`config.mk`:
```
export PLATFORM = sky130hd
export DESIGN_NAME = fft_8_input_buffer
export DESIGN_NICKNAME = d
export VERILOG_FILES = /design/src/rtl/fft_8_input_buffer.sv
export SDC_FILE = /design/constraint.sdc
export NUM_CORES = 1
export LEC_CHECK = 0
export ABC_AREA = 0
export BUFFER_PORTS_ARGS = -buffer_cell sky130_fd_sc_hd__buf_2
export CAP_MARGIN = 10
export CORE_MARGIN = 2
export CORE_UTILIZATION = 46
export DETAILED_ROUTE_END_ITERATION = 8
export PLACE_DENSITY = 0.66
export SYNTH_ARGS = -nofsm -noshare
export SYNTH_HDL_FRONTEND = slang
export SYNTH_SLANG_ARGS = --single-unit
```
`constraint.sdc`:
```
create_clock -name clk -period 2.5 [get_ports clk]
set_input_delay 0.5 -clock clk [delete_from_list [all_inputs] [get_ports clk]]
set_output_delay 0.5 -clock clk [all_outputs]
set_load 0.03 [all_outputs]
```
`src/rtl/fft_8_input_buffer.sv`:
```
// Double-buffered 8-point complex frame collector feeding an 8-point FFT core.
// One bank fills from the sample stream while the other is held stable for the core.
module fft_8_input_buffer #(
  parameter int DATA_W = 16,
  parameter bit BITREV = 1'b0
) (
  input  logic                  clk,
  input  logic                  rst,
  input  logic                  in_valid,
  output logic                  in_ready,
  input  logic [DATA_W-1:0]     in_real,
  input  logic [DATA_W-1:0]     in_imag,
  input  logic                  in_last,
  output logic                  fft_start,
  input  logic                  fft_done,
  output logic [8*DATA_W-1:0]   fft_real,
  output logic [8*DATA_W-1:0]   fft_imag,
  output logic                  frame_err,
  output logic [7:0]            frame_count
);

  typedef enum logic {
    ST_IDLE = 1'b0,
    ST_BUSY = 1'b1
  } state_e;

  function automatic logic [2:0] wr_pos(input logic [2:0] k);
    if (BITREV) begin
      wr_pos = {k[0], k[1], k[2]};
    end else begin
      wr_pos = k;
    end
  endfunction

  logic [1:0][7:0][DATA_W-1:0] re_q, im_q;
  logic [1:0]  full_q, full_d;
  logic        wr_sel_q, wr_sel_d;
  logic        rd_sel_q, rd_sel_d;
  logic [2:0]  idx_q, idx_d;
  logic        started_q;
  state_e      state_q, state_d;
  logic        fft_start_q, fft_start_d;
  logic        frame_err_q, frame_err_d;
  logic [7:0]  frame_count_q, frame_count_d;

  logic hs_s, last_k_s, abort_s, store_s, complete_s, release_s;

  assign in_ready   = started_q & ~full_q[wr_sel_q];
  assign hs_s       = in_valid & in_ready;
  assign last_k_s   = (idx_q == 3'd7);
  assign abort_s    = hs_s & in_last & ~last_k_s;
  assign store_s    = hs_s & ~abort_s;
  assign complete_s = hs_s & last_k_s;
  // The start cycle is excluded so a stale done cannot release the bank just issued.
  assign release_s  = (state_q == ST_BUSY) & fft_done & ~fft_start_q;

  // Fill side: write index, bank fill flags and bank selectors.
  always_comb begin
    idx_d       = idx_q;
    wr_sel_d    = wr_sel_q;
    rd_sel_d    = rd_sel_q;
    full_d      = full_q;
    frame_err_d = 1'b0;
    if (abort_s) begin
      idx_d       = 3'd0;
      frame_err_d = 1'b1;
    end else if (complete_s) begin
      idx_d            = 3'd0;
      full_d[wr_sel_q] = 1'b1;
      wr_sel_d         = ~wr_sel_q;
      frame_err_d      = ~in_last;
    end else if (store_s) begin
      idx_d = idx_q + 3'd1;
    end else begin
      idx_d = idx_q;
    end
    // Release and completion always touch different banks, so both may apply.
    if (release_s) begin
      full_d[rd_sel_q] = 1'b0;
      rd_sel_d         = ~rd_sel_q;
    end else begin
      rd_sel_d = rd_sel_q;
    end
  end

  // Drain FSM: issue a start as soon as the presented bank becomes full.
  always_comb begin
    state_d       = state_q;
    fft_start_d   = 1'b0;
    frame_count_d = frame_count_q;
    case (state_q)
      ST_IDLE: begin
        if (full_d[rd_sel_q]) begin
          state_d       = ST_BUSY;
          fft_start_d   = 1'b1;
          frame_count_d = frame_count_q + 8'd1;
        end else begin
          state_d = ST_IDLE;
        end
      end
      ST_BUSY: begin
        if (release_s) begin
          state_d = ST_IDLE;
        end else begin
          state_d = ST_BUSY;
        end
      end
      default: begin
        state_d = ST_IDLE;
      end
    endcase
  end

  // Control and status registers.
  always_ff @(posedge clk or negedge rst) begin
    if (!rst) begin
      started_q     <= 1'b0;
      idx_q         <= 3'd0;
      wr_sel_q      <= 1'b0;
      rd_sel_q      <= 1'b0;
      full_q        <= 2'b00;
      state_q       <= ST_IDLE;
      fft_start_q   <= 1'b0;
      frame_err_q   <= 1'b0;
      frame_count_q <= 8'd0;
    end else begin
      started_q     <= 1'b1;
      idx_q         <= idx_d;
      wr_sel_q      <= wr_sel_d;
      rd_sel_q      <= rd_sel_d;
      full_q        <= full_d;
      state_q       <= state_d;
      fft_start_q   <= fft_start_d;
      frame_err_q   <= frame_err_d;
      frame_count_q <= frame_count_d;
    end
  end

  // Sample storage; the presented bank is never written while it is full.
  always_ff @(posedge clk or negedge rst) begin
    if (!rst) begin
      re_q <= '0;
      im_q <= '0;
    end else if (store_s) begin
      re_q[wr_sel_q][wr_pos(idx_q)] <= in_real;
      im_q[wr_sel_q][wr_pos(idx_q)] <= in_imag;
    end else begin
      re_q <= re_q;
      im_q <= im_q;
    end
  end

  assign fft_real    = re_q[rd_sel_q];
  assign fft_imag    = im_q[rd_sel_q];
  assign fft_start   = fft_start_q;
  assign frame_err   = frame_err_q;
  assign frame_count = frame_count_q;

endmodule
```
==> results by group <==
Floorplan
  – Rows: 82
  – Die width: 228.1 µm
  – Initial Util: 46.33%
  – # IOs: 304
  – Core area: 49860 µm²
  – Die Ht: 228.1 µm
  – Die area: 52030 µm²

Job
  – Max Cap Viol: 0

Detailed routing
  – Initial DRC count: 695
  – Drt via density: 5.365
  – Post-route DRC: 0
  – Wire per inst: 23.19 µm
  – DR WL met2: 28250 µm
  – Vias: 13.64k
  – First-pass iteration count of the detailed router: 5
  – Highest metal used: met4
  – Post-route ant nets: 0
  – M1 wire length: 26450 µm
  – Met3 routed WL: 2360 µm
  – WL final: 58970 µm

Final layout
  – P&R area growth vs syn: 24.99%
  – Ratio of cells with drive above 1 in the final layout: 66.74%
  – Final core utilization: 57.91%
  – # nets final: 1869

Synthesis
  – Syn Nets: 1529
  – Synth area leader: dfrtp_1
  – Mapped Cells: 1489
  – Seq/Total Area, Yosys: 57.52%
  – Netlist cell types: 37
  – Largest cells by area after synthesis: dfrtp_1, mux2_2, mux2_1
  – #FFs+latches synth: 531
  – Most used flip-flop cell after synthesis: dfrtp_1
  – Async S/R FF share, synth: 100.0%
  – Cell area after synthesis: 23100 µm²
  – Top-count cell post-synth: mux2_2
  – Post-synth EDFFs: 0
  – Synth top cells by count: mux2_2, dfrtp_1, clkbuf_1
  – Synthesized area per cell: 15.52 µm²
  – Top-area cell type share of the netlist area: 57.52%
  – Synth Warn #: 0

Clock tree
  – CTS clk-pin slew, worst paths: 0.06 ns
  – Worst-skew pair later-pin latency: 0.60 ns
  – Clock Sinks: 531
  – Num CTS Buffers: 56
  – CTS tree: built
  – Clock Root Buffer: clkbuf_16
  – Max clock buf depth: 3
  – CTS H-tree lvls: 2

Placed design
  – IO buf count: 303
  – Placer Congestion: 0.7655
  – DP Wirelength: 37270 µm

Worst setup path
  – Worst r2r src: idx_q[0]
  – Worst Setup SP: rd_sel_q
  – Critical Path Fanout Max: 8
  – Max stage delay cell, worst path: dfrtp_4
  – Worst setup SP type: register
  – R2r setup slk: 0.29 ns
  – Setup crit end kind: primary output
  – WS Path Type: reg -> out
  – Reg-to-Reg End: im_q[13]
  – CP max stage delay: 0.48 ns
  – Cells along the critical path: buf_12 > bufbuf_16 > mux2_2 > buf_4
  – Worst EP arrival: 2.07 ns
  – Data required time of the worst path: 2.00 ns
  – CP delay by family, top: buffers and inverters
  – Worst r2r path cells: 7
  – Setup crit end: fft_imag[64]
  – CP bufs+invs: 3
  – Critical path depth in cells: 4

Pwr
  – VDD IR max: 0.6656 mV
  – Combinational power share: 33.9%
  – Clock power share: 29.4%
  – Leak: 0.01490 µW
  – P_int: 19800 µW
  – Switching Fraction: 31.92%
  – Switching pwr: 9280 µW
  – Sequential Power Share: 36.7%
  – PwrDens: 1007 nW/µm²

Global route
  – Total GRT Usage: 22.57%
  – Pin count of the biggest net entering global routing: 69
  – Initial antenna violation count: 1
  – Global-route wire length before repair: 90370 µm
  – Gr ovfl total: 0
  – Vias in the first global route: 14.86k

STA
  – Post-route setup slack: -0.07385 ns
  – Setup Skew: 0.01824 ns
  – Transition time of the tightest slew-check pin: 0.5563 ns
  – Setup TNS: -4.379 ns
  – Final setup violating endpoints: 150
  – Final Hold Viols: 0
  – Worst slew margin: 62.91%
  – Tcrit/Tclk final: 103.0%
  – Minimum clock period: 2.574 ns
  – RSZ-0062 raised after global routing: yes
  – FMAX: 388.5 MHz
  – Final Max Tran Viols: 0

Hold path
  – Hold_sp: in_last
  – HP Class: in -> reg

Outcome
  – Status: finished, violations left
  – Failing checks: negative setup slack
[worst min-delay path: cells and delay by family]
family	cells	cell delay, ns
buffers and inverters	1	0.12
and+or+nand+nor	3	0.18
[kinds of logic after synthesis]
logic type / synth area share (%)
compound gates: 0.2383
xor+xnor: 0.3412
fa+ha+maj: 0.1625
buf+inv: 2.421
flops: 57.52
mux: 37.58
other cells: 0.01623
simple gates: 1.722
[area by class of cell]
class | instances | area [µm²]
fillers | 3937 | 20990
flip-flops and latches | 531 | 13290
clock buffers | 85 | 1702
multi-input cells | 843 | 9390
repair buffers | 395 | 3431
diodes | 1 | 2.502
clock inverters | 14 | 211.5
inverters | 2 | 7.507
well taps | 672 | 840.8
[worst min path at each step]
stage | slack, ns | to | depth (start not counted)
2_1_floorplan | 0.20 | fft_start | 0
3_3_place_gp | 0.46 | frame_count[7] | 1
3_5_place_dp | 0.47 | frame_count[7] | 1
4_1_cts | 0.19 | idx_q[2] | 4
5_1_grt | 0.23 | idx_q[2] | 4
6_report | 0.24 | idx_q[2] | 4
[through the flow]
| stage | total power, µW | instance area, µm² | setup slack, ns | hold WS [ns] | std cells |
|---|---|---|---|---|---|
| after floorplan | 16440 | 23100 | 0.2759 | 0.2044 | 1489 |
| after global placement | 18800 | 25830 | 0.3146 | 0.4563 | 2415 |
| after detailed placement | 18990 | 25830 | 0.2583 | 0.4672 | 2415 |
| after CTS | 28960 | 28590 | -0.1159 | 0.1918 | 2533 |
| after global routing | 30260 | 28880 | -0.1288 | 0.2317 | 2543 |
| final | 29080 | 28880 | -0.07385 | 0.2385 | 2543 |
[flip-flops by register name, summed over array words and instances, names as in the netlist]
name         flops
re_q           256
fft_start        1
started_q        1
full_q           2
state_q          1
wr_sel_q         1
rd_sel_q         1
frame_err        1
frame_count      8
im_q           256
idx_q            3
[power groups by stage]
stage          logic (µW)  clock network (µW)  registers (µW)
2_1_floorplan        5790                   0           10700
3_3_place_gp         8080                   0           10700
3_5_place_dp         8170                   0           10800
4_1_cts              9550                8760           10700
5_1_grt             10300                9090           10800
6_report             9870                8550           10700
[cell usage in the layout, fill, tap and decap left out, drive strengths merged, types with 5 or more instances in the layout]
master	count
nand4	6
dfrtp	531
bufinv	5
nor2	13
clkbuf	88
nand2	9
nand4b	5
mux2	769
xnor2	8
clkinv	5
buf	389
[routing by layer]
layer / global-route usage (%) / vias up
met3: 3.575 / 108
met2: 36.86 / 283
li1: - / 6014
met4: 8.211 / 0
met1: 30.62 / 7237
met5: 0 / -
[repair_timing]
| action | 4_1_cts | 5_1_grt |
|---|---|---|
| cloned | 10 | 4 |
| buffers inserted | 8 | 5 |
| endpoints found under the setup margin | 217 | 247 |
| gates resized for setup | 157 | 55 |
| hold buffers | 1 | 0 |
| hold endpoints to repair | 43 | 0 |
No activity file was read; power rests on OpenSTA's default activity.
